**src/rtl/alu_pkg.sv**
```systemverilog
// alu_pkg: opcodes, FSM states and flag bit positions shared by the handshaked ALU
package alu_pkg;
  localparam logic [2:0] OP_ADD = 3'b000;
  localparam logic [2:0] OP_SUB = 3'b001;
  localparam logic [2:0] OP_XOR = 3'b010;
  localparam logic [2:0] OP_OR  = 3'b011;
  localparam logic [2:0] OP_AND = 3'b100;
  localparam logic [2:0] OP_SHL = 3'b101;
  localparam logic [2:0] OP_SHR = 3'b110;
  localparam logic [2:0] OP_MUL = 3'b111;
  typedef enum logic [1:0] {S_IDLE = 2'd0, S_MUL = 2'd1, S_RESP = 2'd2} state_e;
  localparam int F_C = 0;
  localparam int F_V = 1;
  localparam int F_Z = 2;
  localparam int F_N = 3;
  localparam int F_I = 4;
  localparam int NFLAG = 5;
endpackage

```
**src/rtl/alu_seq_mul.sv**
```systemverilog
// alu_seq_mul: W-cycle shift-add unsigned multiplier, LSB of b first, with start/done
module alu_seq_mul #(
  parameter int W = 8
) (
  input  logic           clk,
  input  logic           rst,
  input  logic           start_i,
  input  logic [W-1:0]   a_i,
  input  logic [W-1:0]   b_i,
  output logic           done_o,
  output logic [2*W-1:0] prod_o
);
  localparam int CW = $clog2(W);
  logic [2*W-1:0] mc_q, acc_q;
  logic [W-1:0] mp_q;
  logic [CW-1:0] cnt_q;
  logic busy_q;
  // prod_o is the accumulator after the current iteration, so it is final when done_o is high
  assign prod_o = acc_q + (mp_q[0] ? mc_q : '0);
  assign done_o = busy_q && (cnt_q == CW'(W - 1));
  always_ff @(posedge clk or posedge rst) begin
    if (rst) begin
      mc_q   <= '0;
      acc_q  <= '0;
      mp_q   <= '0;
      cnt_q  <= '0;
      busy_q <= 1'b0;
    end else if (start_i) begin
      mc_q   <= {{W{1'b0}}, a_i};
      acc_q  <= '0;
      mp_q   <= b_i;
      cnt_q  <= '0;
      busy_q <= 1'b1;
    end else if (busy_q) begin
      acc_q  <= prod_o;
      mc_q   <= mc_q << 1;
      mp_q   <= mp_q >> 1;
      cnt_q  <= cnt_q + 1'b1;
      busy_q <= !done_o;
    end
  end
endmodule

```
**src/rtl/alu_hs.sv**
```systemverilog
// alu_hs: registered W-bit ALU with valid/ready handshakes, full flags and optional iterative multiply
module alu_hs
  import alu_pkg::*;
#(
  parameter int W      = 8,
  parameter bit MUL_EN = 1'b1
) (
  input  logic         clk,
  input  logic         rst,
  input  logic         in_valid,
  output logic         in_ready,
  input  logic [W-1:0] a,
  input  logic [W-1:0] b,
  input  logic [2:0]   op,
  output logic         out_valid,
  input  logic         out_ready,
  output logic [W-1:0] result,
  output logic         carry,
  output logic         overflow,
  output logic         zero,
  output logic         negative,
  output logic         illegal
);
  state_e state_q, state_d;
  logic live_q;
  logic [W-1:0] res_q, res_d, alu_r, upd_r;
  logic [NFLAG-1:0] flg_q, flg_d;
  logic [W:0] sum, diff;
  logic [2*W-1:0] prod;
  logic alu_c, alu_v, alu_ill, upd_c, upd_v, upd_i, upd;
  logic acc, is_mul, mul_start, mul_done;
  assign is_mul   = MUL_EN && (op == OP_MUL);
  // live_q keeps in_ready low until the first edge after reset is released
  assign in_ready = live_q && (state_q == S_IDLE || (state_q == S_RESP && out_ready));
  assign acc      = in_valid && in_ready;
  assign sum      = {1'b0, a} + {1'b0, b};
  assign diff     = {1'b0, a} - {1'b0, b};
  always_comb begin
    alu_r   = '0;
    alu_c   = 1'b0;
    alu_v   = 1'b0;
    alu_ill = 1'b0;
    case (op)
      OP_ADD: begin
        alu_r = sum[W-1:0];
        alu_c = sum[W];
        alu_v = (a[W-1] == b[W-1]) && (sum[W-1] != a[W-1]);
      end
      OP_SUB: begin
        alu_r = diff[W-1:0];
        alu_c = diff[W];
        alu_v = (a[W-1] != b[W-1]) && (diff[W-1] != a[W-1]);
      end
      OP_XOR:  alu_r = a ^ b;
      OP_OR:   alu_r = a | b;
      OP_AND:  alu_r = a & b;
      OP_SHL:  alu_r = a << b;
      OP_SHR:  alu_r = a >> b;
      default: alu_ill = !MUL_EN;
    endcase
  end
  always_comb begin
    state_d   = state_q;
    mul_start = 1'b0;
    upd       = 1'b0;
    upd_r     = alu_r;
    upd_c     = alu_c;
    upd_v     = alu_v;
    upd_i     = alu_ill;
    if (state_q == S_MUL) begin
      if (mul_done) begin
        state_d = S_RESP;
        upd     = 1'b1;
        upd_r   = prod[W-1:0];
        upd_c   = |prod[2*W-1:W];
        upd_v   = 1'b0;
        upd_i   = 1'b0;
      end
    end else if (acc) begin
      state_d   = is_mul ? S_MUL : S_RESP;
      mul_start = is_mul;
      upd       = !is_mul;
    end else if (state_q == S_RESP && out_ready) begin
      state_d = S_IDLE;
    end
    res_d = upd ? upd_r : res_q;
    flg_d = flg_q;
    if (upd) begin
      flg_d[F_C] = upd_c;
      flg_d[F_V] = upd_v;
      flg_d[F_Z] = ~|upd_r;
      flg_d[F_N] = upd_r[W-1];
      flg_d[F_I] = upd_i;
    end
  end
  always_ff @(posedge clk or posedge rst) begin
    if (rst) begin
      state_q <= S_IDLE;
      live_q  <= 1'b0;
      res_q   <= '0;
      flg_q   <= '0;
    end else begin
      state_q <= state_d;
      live_q  <= 1'b1;
      res_q   <= res_d;
      flg_q   <= flg_d;
    end
  end
  generate
    if (MUL_EN) begin : g_mul
      alu_seq_mul #(.W(W)) u_mul (
        .clk     (clk),
        .rst     (rst),
        .start_i (mul_start),
        .a_i     (a),
        .b_i     (b),
        .done_o  (mul_done),
        .prod_o  (prod)
      );
    end else begin : g_nomul
      logic unused_start;
      assign unused_start = mul_start;
      assign mul_done     = 1'b0;
      assign prod         = '0;
    end
  endgenerate
  assign out_valid = (state_q == S_RESP);
  assign result    = res_q;
  assign carry     = flg_q[F_C];
  assign overflow  = flg_q[F_V];
  assign zero      = flg_q[F_Z];
  assign negative  = flg_q[F_N];
  assign illegal   = flg_q[F_I];
endmodule

```
**config.mk**
```make
export PLATFORM = sky130hd
export DESIGN_NAME = alu_hs
export DESIGN_NICKNAME = d
export VERILOG_FILES = /design/src/rtl/alu_pkg.sv /design/src/rtl/alu_seq_mul.sv /design/src/rtl/alu_hs.sv
export SDC_FILE = /design/constraint.sdc
export NUM_CORES = 1
export LEC_CHECK = 0
export BUFFER_PORTS_ARGS = -buffer_cell sky130_fd_sc_hd__buf_4
export CAP_MARGIN = 30
export CORE_ASPECT_RATIO = 0.5
export CORE_MARGIN = 3
export CORE_UTILIZATION = 40
export DETAILED_ROUTE_END_ITERATION = 12
export HOLD_SLACK_MARGIN = 0.1
export PLACE_DENSITY_LB_ADDON = 0.1
export SYNTH_ARGS = -nofsm -noshare
export SYNTH_HDL_FRONTEND = slang
export SYNTH_SLANG_ARGS = --single-unit
```
**constraint.sdc**
```tcl
create_clock -name clk -period 7.6 [get_ports clk]
set_clock_uncertainty 0.2 [all_clocks]
set_input_delay 0.76 -clock clk [delete_from_list [all_inputs] [get_ports clk]]
set_output_delay 0.76 -clock clk [all_outputs]
set_load 0.02 [all_outputs]
```
==> metrics.md, run 1 <==
| Metric | Value |
|---|---|
| Routed Wire Length | `13100 um` |
| IO Count | `38` |
| GPL Wtd Cong | `0.823` |
| Final period util | `0.434` |
| LEAKAGE | `2.54 nW` |
| Max Fclk | `~0.30 GHz` |
| Sw power | `about 0.74 mW` |
| CP required | `roughly 7.6 ns` |
| Final min period | `~3.3 ns` |
| Dpl ws | `~4.0 ns` |
| Syn nets | `about 630` |
| Switching part of the total power | `0.381` |
| Syn Inst Count | `~570` |
| Setup crit start | `g_mul.u_mul.mp_q[0]` |
| Via density | `about 5.5` |
| Startpoint Class | `register` |
| Setup bufs post-CTS | `0` |
| Syn-to-layout area delta | `13.8%` |
| Layout cells sized above 1 | `0.158` |
| Max IR drop VDD | `0.235 mV` |
| Worst Hold Launch | `result[4]` |
| Combinational power share | `0.458` |
| EDFF count, synth | `0` |
| Arrival time at the worst endpoint | `~3.3 ns` |
| Total gr overflow | `0` |
| Seq/Total Area, Yosys | `0.288` |
| Sequential share of power | `0.283` |
| Layout Nets | `roughly 650` |
| Cts repair resizes | `0` |
| Buf+Inv Stages, Crit Path | `0` |
| Worst r2r src | `g_mul.u_mul.mp_q[0]` |
| Port bufs | `36` |
| Min-Delay Endpoint | `result[4]` |
| # rows | `28` |
| Clk network pwr share | `0.259` |
| GRT Util Overall | `0.196` |
| Root Driver | `clkbuf_16` |
| Top FF cell, synth | `dfrtp_1` |
| Internal | `~1.2 mW` |
| CTS tree | `built` |
| Max stage delay on crit path | `about 0.54 ns` |
| Share of the synthesized area in the top cell type | `0.288` |
| Status | `completed` |
| FF-to-FF setup slack | `around 4.3 ns` |
| Die area | `14100 um2` |
| Vias | `4136` |
| CTS clk-pin slew, worst paths | `0.05 ns` |
| Hold path cells | `2` |
| Starting density of the core | `0.419` |
| 1st-pass router iterations | `5` |
| Die height | `85.4 um` |
| Critical setup path kind | `register to register` |
| DRC viols | `0` |
| Family with the most delay on the worst path | `compound AO/OA/AOI/OAI gates` |
| CP Max Fanout | `17` |
| Max Cap Violations | `0` |
| Pins Over Slew Limit | `0` |
| Vias in the first global route | `roughly 4100` |
| Max clock buf depth | `2` |
| Worst min path class | `register to register` |
| Worst slew pin tran | `0.754 ns` |
| Die X | `165 um` |
| ANT nets after route | `0` |
| Hpwl dp | `9550 um` |
| Slowest cell on the critical path | `dfrtp_1` |
| First-pass GRT wire length | `21600 um` |
| Worst R2R Path Depth | `11` |
| Largest net degree at the start of global routing | `a little under 60` |
| Post-synth ARST share | `1.00` |
| Wire per inst | `17.4 um` |
| Mapped cell area | `5040 um2` |
| RR Endpoint | `flg_q[0]` |
| Register bit count reported by yosys | `58` |
| # diodes | `0` |
| RSZ-0062 raised after global routing | `false` |
| Post-synth top area cell | `dfrtp_1` |
| Initial antenna violation count | `0` |
| Setup TNS | `0 ns` |
| Leading cell types in the layout, fill and taps excluded | `57 x dfrtp_1, 52 x nor2_1, 52 x nand2_1` |
| Number of CTS-inserted buffers | `9` |
| Initial DRC count | `266` |
| Critical-path cell list | `and2_1 -> ha_1 -> fa_1 -> a21o_1 -> a221oi_2 -> o21ai_0 -> a21oi_1 -> xor2_1 -> nand4_1 -> nor3_2 -> a31oi_1` |
| Core box area | `12100 um2` |
| Most common cell after layout, fill and taps aside | `dfrtp_1` |
| CP Capture Type | `register` |
| Setup ws final | `4.30 ns` |
| Slew margin rel. | `0.497` |
| Pwr dens | `336 nW/um2` |
| Yosys warns | `0` |
| # fillers | `~1200` |
| CTS sink cnt | `58` |
| # setup viols final | `0` |
| CTS H-tree lvls | `3` |
| # hold bufs at CTS | `0` |
| Synth cell types | `71` |
| Final-report hold violation count | `0` |
| Clock latency on the worst-skew pair | `around 0.33 ns` |
| Mean Syn Cell Area | `8.93 um2` |
| Top cells by area, synth | `dfrtp_1 29%, ha_1 10%, mux2i_1 7.9%, nor2_1 3.9%, nand2_1 3.9%` |
-- how the worst max path moves through the flow --
stage               slack [ns]  cells after the start   endpoint
floorplan                 4.37                     11  result[5]
global placement          4.02                     11  result[5]
detailed placement        4.01                     11  result[5]
CTS                       4.26                     11   flg_q[0]
global route              3.93                     11   flg_q[0]
finish                    4.30                     11   flg_q[0]
-- routing by layer --
layer  track usage  vias to the layer above  part of all wire  wire, um
li1              -                     2067                 -         -
met1         0.286                     1983              0.50      6570
met2         0.296                       84              0.45      5830
met3        0.0488                        2             0.050       657
met4        0.0358                        0            0.0025        33
met5             0                        -                 0         0
-- synth_stat cells (4+ instances only) --
| master | number |
|---|---|
| clkbuf_1 | 11 |
| mux2i_1 | 40 |
| a22oi_1 | 9 |
| a21oi_1 | 20 |
| a31oi_1 | 7 |
| nand2_1 | 52 |
| mux4_2 | 5 |
| and2_1 | 16 |
| dfrtp_1 | 58 |
| xnor2_1 | 17 |
| nor3_1 | 9 |
| ha_1 | 41 |
| nor2b_1 | 8 |
| a211oi_1 | 6 |
| o22ai_1 | 8 |
| a21o_1 | 9 |
| nor2_1 | 53 |
| nand2b_1 | 4 |
| buf_2 | 11 |
| o21ai_0 | 34 |
| or3_1 | 6 |
| buf_6 | 4 |
| a21oi_2 | 7 |
| xor2_1 | 8 |
| nand3_1 | 16 |
| inv_1 | 27 |
-- logic make-up (layout without fill, tap and decap cells) --
group	after synthesis	count (layout)	synth area share
simple gates	180	180	0.174
fa+ha+maj	44	44	0.114
xor+xnor	25	25	0.0434
compound gates	148	148	0.215
mux	47	47	0.106
buf+inv	61	85	0.0583
flops	58	58	0.288
other cells	2	2	0.00149
-- layout make-up --
type,count,area (um2),share of cell area
clock buffers,11,243,0.0423
inverters,29,109,0.0190
flip-flops and latches,58,1450,0.253
well taps,165,206,0.0360
clock inverters,5,125,0.0218
multi-input cells,446,3310,0.576
repair buffers,40,300,0.0523
-- flip-flops by register name, summed over array words and instances (netlist names) --
name                flops
g_mul.u_mul.mp_q        8
g_mul.u_mul.cnt_q       3
g_mul.u_mul.acc_q      16
flg_q                   3
g_mul.u_mul.busy_q      1
result                  8
g_mul.u_mul.mc_q       16
state_q                 2
live_q                  1
-- power groups by stage --
stage / clock network, mW / registers [mW] / logic, mW
after floorplan: 0 / 0.554 / 0.659
after global placement: 0 / 0.551 / 0.883
after detailed placement: 0 / 0.555 / 0.884
after CTS: 0.514 / 0.550 / 0.892
after global routing: 0.531 / 0.570 / 0.995
final: 0.499 / 0.547 / 0.884
-- worst reg2reg max path, stage by stage (launching register included) --
cell and delay, ns:
dfrtp_1 0.54, and2_1 0.23, ha_1 0.22, fa_1 0.42
a21o_1 0.20, a221oi_2 0.41, o21ai_0 0.16, a21oi_1 0.19
xor2_1 0.21, nand4_1 0.17, nor3_2 0.13, a31oi_1 0.09
-- stage by stage --
stage	cell area (um2)	util	power (mW)	cells	hold slack, ns
3_5_place_dp	5370	0.446	1.44	738	0.258
4_1_cts	5740	0.476	1.96	754	0.270
6_report	5740	0.476	1.93	754	0.264
5_1_grt	5740	0.476	2.10	754	0.296
2_1_floorplan	5040	-	1.21	565	0.287
3_3_place_gp	5370	0.446	1.43	738	0.260
Power figures use the tool's default switching activity.
==> run 2, diff against run 1 <==
==> constraint.sdc (replaced) <==
create_clock -name clk -period 3.2 [get_ports clk]
set_clock_uncertainty 0.2 [all_clocks]
set_input_delay 0.32 -clock clk [delete_from_list [all_inputs] [get_ports clk]]
set_output_delay 0.32 -clock clk [all_outputs]
set_load 0.02 [all_outputs]
==> run 2 against run 1 <==
Total power up 130%; combinational power up 150%; largest cell class unchanged; first-iteration DRC count up 21%; sequential share of layout area down 0.82 points; worst setup slack worse by 4.2 ns; hold slack worse by 0.14 ns.
==> metrics.md, run 2 (synthesis results as in run 1) <==
| Metric | Value |
|---|---|
| Hpwl dp | `10100 um (+6.1%)` |
| Clock latency on the worst-skew pair | `0.33 ns (about the same)` |
| Pwr dens | `751 nW/um2 (+120%)` |
| Status | `completed` |
| Final min period | `3.06 ns` |
| Inst Count DP | `751 (+1.8%)` |
| CP Max Fanout | `9 (-8)` |
| Critical setup path kind | `input pin to register` |
| Initial DRC count | `322 (+21%)` |
| CTS clk-pin slew, worst paths | `0.05 ns (about the same)` |
| Startpoint Class | `input pin` |
| CP Capture Type | `register` |
| Pins Over Slew Limit | `0 (unchanged)` |
| Wire per inst | `17.3 um (-0.27%)` |
| Via density | `5.51 (+0.40%)` |
| Initial antenna violation count | `0 (unchanged)` |
| # fillers | `1182 (-2.2%)` |
| Worst min path class | `input pin to register` |
| Largest net degree at the start of global routing | `41 (-31%)` |
| CP required | `3.21 ns (-4.39 ns)` |
| CTS H-tree lvls | `3 (unchanged)` |
| Die area | `14100 um2 (unchanged)` |
| Final-report hold violation count | `0 (unchanged)` |
| ANT nets after route | `0 (unchanged)` |
| Multi-input gate area | `3350 um2 (+1.3%)` |
| Starting density of the core | `0.419 (unchanged)` |
| # rows | `28 (unchanged)` |
| Max clock buf depth | `2 (unchanged)` |
| # setup viols final | `0 (unchanged)` |
| Max Cap Violations | `0 (unchanged)` |
| Die X | `165 um (unchanged)` |
| Worst slew pin tran | `0.725 ns (-0.0292 ns)` |
| Root Driver | `clkbuf_16` |
| Die height | `85.4 um (unchanged)` |
| GRT Util Overall | `0.203 (+0.00696)` |
| GPL Wtd Cong | `0.891 (+8.3%)` |
| 1st-pass router iterations | `5 (unchanged)` |
| Vias in the first global route | `4218 (+3.2%)` |
| Vias | `4268 (+3.2%)` |
| IO Count | `38 (unchanged)` |
| Arrival time at the worst endpoint | `3.07 ns (-0.23 ns)` |
| Layout Nets | `673 (+3.4%)` |
| RSZ-0062 raised after global routing | `false` |
| CTS sink cnt | `58 (unchanged)` |
| Syn-to-layout area delta | `17.7%` |
| Total gr overflow | `0 (unchanged)` |
| Register area | `1450 um2 (unchanged)` |
| First-pass GRT wire length | `22600 um (+4.5%)` |
| Routed Wire Length | `13400 um (+2.5%)` |
| Max Fclk | `between 0.3 and 0.4 GHz` |
| DRC viols | `0 (unchanged)` |
| LEAKAGE | `2.62 nW (+3.3%)` |
| Max IR drop VDD | `0.478 mV (+100%)` |
| # diodes | `0 (unchanged)` |
| Setup TNS | `0 ns (unchanged)` |
| Final period util | `0.956` |
| Most common cell after layout, fill and taps aside | `dfrtp_1` |
| Port bufs | `36 (unchanged)` |
| Number of CTS-inserted buffers | `9 (unchanged)` |
| Layout cells sized above 1 | `0.180 (+0.0224)` |
| CTS tree | `built` |
| Finished Layout Cells | `775 (+2.8%)` |
| Biggest regs | `g_mul.u_mul.acc_q x16, g_mul.u_mul.mc_q x16` |
| FF-to-FF setup slack | `0.26 ns (-4.04 ns)` |
| Leading cell types in the layout, fill and taps excluded | `57 x dfrtp_1, 52 x nor2_1, 52 x nand2_1` |
| Slew margin rel. | `0.516 (+0.0188)` |
| Core box area | `12100 um2 (unchanged)` |
## run 2: cell types whose count changed in the layout (fill, tap and decap cells not counted), moves of 2 or more
cell | previous run | this run
dlygate4sd3_1 | 0 | 9
buf_12 | 0 | 2
clkbuf_8 | 1 | 3
buf_4 | 40 | 51
bufinv_16 | 4 | 1
## run 2: report_power, final
part | internal [mW] | leakage, nW | total [mW] | switching, mW
sequential | 1.07 | 0.717 | 1.28 | 0.216
clock | 0.660 | 0.152 | 0.988 | 0.328
combinational | 0.948 | 1.75 | 2.18 | 1.24
## run 2: metal layers
metal,part of all wire,vias to the layer above,wire [um],global-route usage
met1,0.52,2065,6940,0.305
li1,-,2109,-,-
met2,0.44,82,5840,0.301
met4,0.010,0,140,0.0495
met3,0.037,12,495,0.0366
met5,0,-,0,0
## run 2: worst paths after layout
path,to,cells after the start,from
max in group asynchronous,g_mul.u_mul.mc_q[5],4,rst
hold reg to reg,result[4],2,result[4]
setup reg to reg,flg_q[0],11,g_mul.u_mul.mp_q[0]
min in group asynchronous,g_mul.u_mul.acc_q[15],3,rst
hold / removal,g_mul.u_mul.mc_q[4],3,a[4]
setup / recovery,result[5],12,a[1]
## run 2: stage by stage
step	area (um2)	worst slack (ns)	util	total power, mW	hold slack [ns]
2_1_floorplan	5040	0.393	-	2.88	0.237
3_3_place_gp	5500	0.261	0.456	3.44	0.265
3_5_place_dp	5500	0.199	0.456	3.45	0.266
4_1_cts	5890	0.0466	0.489	4.49	0.108
5_1_grt	5930	0.00648	0.492	4.85	0.149
6_report	5930	0.141	0.492	4.46	0.124
## run 2: timing repair
| item | 4_1_cts | 5_1_grt |
|---|---|---|
| endpoints found under the hold margin | 40 | 0 |
| hold buffers | 9 | 0 |
| setup buffers | 0 | 0 |
| resized for setup | 0 | 7 |
| setup endpoints to repair | 0 | 3 |
## run 2: final cells by class
class | count | area share
clock buffers | 13 | 0.0455
well taps | 165 | 0.0348
repair buffers | 62 | 0.0864
inverters | 29 | 0.0183
clock inverters | 2 | 0.00590
multi-input cells | 446 | 0.564
flip-flops and latches | 58 | 0.245
## run 2: critical path: stages
cell and delay, ns:
dlygate4sd3_1 0.54, buf_4 0.18, inv_1 0.09, ha_1 0.36, nor3_4 0.05, a211o_4 0.29, a221oi_4 0.28, a21oi_2 0.10
xnor2_1 0.15, a2111oi_2 0.36, a21oi_2 0.07, mux2_2 0.27
==> run 3, diff against run 2 <==
--- a/config.mk
+++ b/config.mk
@@ -9,7 +9,7 @@
 export CAP_MARGIN = 30
 export CORE_ASPECT_RATIO = 0.5
 export CORE_MARGIN = 3
-export CORE_UTILIZATION = 40
+export CORE_UTILIZATION = 30
 export DETAILED_ROUTE_END_ITERATION = 12
 export HOLD_SLACK_MARGIN = 0.1
 export PLACE_DENSITY_LB_ADDON = 0.1
==> run 3 against run 2 <==
Combinational power barely moved; total power grew 3.7%; sequential share of layout area is 0.46 points lower; clock-buffer cell count is 2 lower; worst setup slack got worse by 0.031 ns; sequential power is essentially flat; utilization is 11 points lower; critical path type unchanged; via count is 1.1% lower.
==> metrics.md, run 3 (synthesis results as in run 1) <==
| Metric | Value |
|---|---|
| Status | `completed` |
| CTS tree | `built` |
| FF-to-FF setup slack | `0.28 ns (+0.02 ns)` |
| Via density | `5.04 (-8.5%)` |
| Max Fclk | `0.324 GHz (-1.0%)` |
| RSZ-0062 raised after global routing | `false` |
| Vias in the first global route | `4212 (-0.14%)` |
| Final min period | `3.09 ns (+0.0310 ns)` |
| Max clock buf depth | `2 (unchanged)` |
| Port bufs | `36 (unchanged)` |
| IO Count | `38 (unchanged)` |
| CP Capture Type | `register` |
| Die X | `189 um (+15%)` |
| Total gr overflow | `0 (unchanged)` |
| Critical setup path kind | `input pin to register` |
| Dpl ws | `0.188 ns (-0.0116 ns)` |
| Overall power | `4.62 mW (+3.7%)` |
| Syn-to-layout area delta | `19.9%` |
| # diodes | `0 (unchanged)` |
| Routed Wire Length | `14500 um (+8.2%)` |
| CTS sink cnt | `58 (unchanged)` |
| Largest net degree at the start of global routing | `41 (unchanged)` |
| Die area | `18500 um2 (+31%)` |
| GPL Wtd Cong | `0.847 (-5.0%)` |
| Worst slew pin tran | `0.745 ns (+0.0201 ns)` |
| Critical-path cell list | `dlygate4sd3_1 -> buf_4 -> inv_1 -> ha_4 -> inv_2 -> a211o_4 -> a221oi_4 -> a21oi_2 -> xnor2_1 -> a2111oi_2 -> a21oi_2 -> mux2_2` |
| Pins Over Slew Limit | `0 (unchanged)` |
| Crit path top cell by count | `a21oi_2` |
| # fillers | `1670 (+41%)` |
| Hold Worst Slack | `0.118 ns (-0.00526 ns)` |
| Startpoint Class | `input pin` |
| CP required | `3.22 ns (about the same)` |
| Layout cells sized above 1 | `0.188 (+0.00798)` |
| First-pass GRT wire length | `23400 um (+3.6%)` |
| Worst min path class | `input pin to register` |
| Buf+Inv Stages, Crit Path | `4 (+1)` |
| Setup TNS | `0 ns (unchanged)` |
| Final period util | `0.966 (+0.00970)` |
| Core box area | `15900 um2 (+32%)` |
| Arrival time at the worst endpoint | `3.11 ns (+0.04 ns)` |
| Number of CTS-inserted buffers | `9 (unchanged)` |
| Vias | `4219 (-1.1%)` |
| Family with the most delay on the worst path | `compound AO/OA/AOI/OAI gates` |
| Starting density of the core | `0.317 (-0.102)` |
| Root Driver | `clkbuf_16` |
| Final-report hold violation count | `0 (unchanged)` |
| # rows | `32 (+14%)` |
| Max stage delay on crit path | `0.53 ns (about the same)` |
| Setup bufs post-CTS | `0 (unchanged)` |
| Setup ws final | `0.109 ns (-0.0310 ns)` |
| Most common cell after layout, fill and taps aside | `buf_4` |
| 1st-pass router iterations | `4 (-1)` |
| Initial DRC count | `215 (-33%)` |
| CTS clk-pin slew, worst paths | `0.05 ns (about the same)` |
| ANT nets after route | `0 (unchanged)` |
| Fin area | `6050 um2 (+1.9%)` |
| LEAKAGE | `2.66 nW (+1.5%)` |
| CP Max Fanout | `3 (-6)` |
| CTS H-tree lvls | `3 (unchanged)` |
| Leading cell types in the layout, fill and taps excluded | `60 x buf_4, 57 x dfrtp_1, 52 x nor2_1, 52 x nand2_1` |
| Clock latency on the worst-skew pair | `0.33 ns (about the same)` |
| # setup viols final | `0 (unchanged)` |
| DP Area | `5590 um2 (+1.8%)` |
| GRT Util Overall | `0.160 (-0.0429)` |
| Wire per inst | `17.3 um (+0.16%)` |
| Initial antenna violation count | `0 (unchanged)` |
| Pwr dens | `764 nW/um2 (+1.7%)` |
| Hpwl dp | `11100 um (+10%)` |
| DRC viols | `0 (unchanged)` |
| Max IR drop VDD | `0.264 mV (-45%)` |
| Max Cap Violations | `0 (unchanged)` |
| Die height | `97.7 um (+14%)` |
| Slowest cell on the critical path | `dlygate4sd3_1` |
| Biggest regs | `g_mul.u_mul.acc_q x16, g_mul.u_mul.mc_q x16` |
| Layout Nets | `678 (+0.74%)` |
| Slew margin rel. | `0.503 (-0.0134)` |
## run 3: path summary, 6_finish.rpt
kind | depth (start not counted) | to | start
setup / recovery | 12 | result[5] | a[2]
hold / removal | 3 | g_mul.u_mul.mc_q[1] | a[1]
setup reg to reg | 11 | flg_q[0] | g_mul.u_mul.mp_q[0]
hold reg to reg | 2 | result[4] | result[4]
max in group asynchronous | 4 | g_mul.u_mul.mc_q[5] | rst
min in group asynchronous | 3 | g_mul.u_mul.mc_q[15] | rst
## run 3: through the flow
step	instances	utilization
after floorplan	565	-
after global routing	837	0.379
final	837	0.379
after global placement	814	0.351
after CTS	837	0.378
after detailed placement	814	0.351
## run 3: per-layer routing
| metal | track usage | vias up | routed length [um] |
|---|---|---|---|
| li1 | - | 2118 | - |
| met1 | 0.241 | 2038 | 7720 |
| met2 | 0.231 | 48 | 6270 |
| met5 | 0 | - | 0 |
| met4 | 0.0488 | 0 | 203 |
| met3 | 0.0270 | 15 | 326 |
## run 3: what timing repair did
item	4_1_cts	5_1_grt
resized for setup	0	4
hold buffers	7	0
endpoints found under the setup margin	0	3
endpoints found under the hold margin	36	0
## run 3: power by group
| part | internal [mW] | leakage (nW) | switching [mW] |
|---|---|---|---|
| clock | 0.800 | 0.176 | 0.346 |
| sequential | 1.07 | 0.717 | 0.218 |
| combinational | 0.951 | 1.77 | 1.24 |
## run 3: worst register-to-register path, cell delays in order (launching register included)
cell and delay (ns):
dfrtp_1 0.38, buf_4 0.18, and2_1 0.15, ha_1 0.34, a21o_1 0.19, o21bai_2 0.17, o2111ai_1 0.23, a211oi_2 0.35
mux2i_1 0.26, nor2_1 0.08, xor2_1 0.15, a31oi_1 0.16
## run 3: cell type report
type	count	area, um2	share of cell area
repair buffers	67	520	0.0861
clock buffers	11	253	0.0418
clock inverters	5	100	0.0166
flip-flops and latches	58	1450	0.240
inverters	29	109	0.0180
well taps	221	277	0.0457
multi-input cells	446	3340	0.552
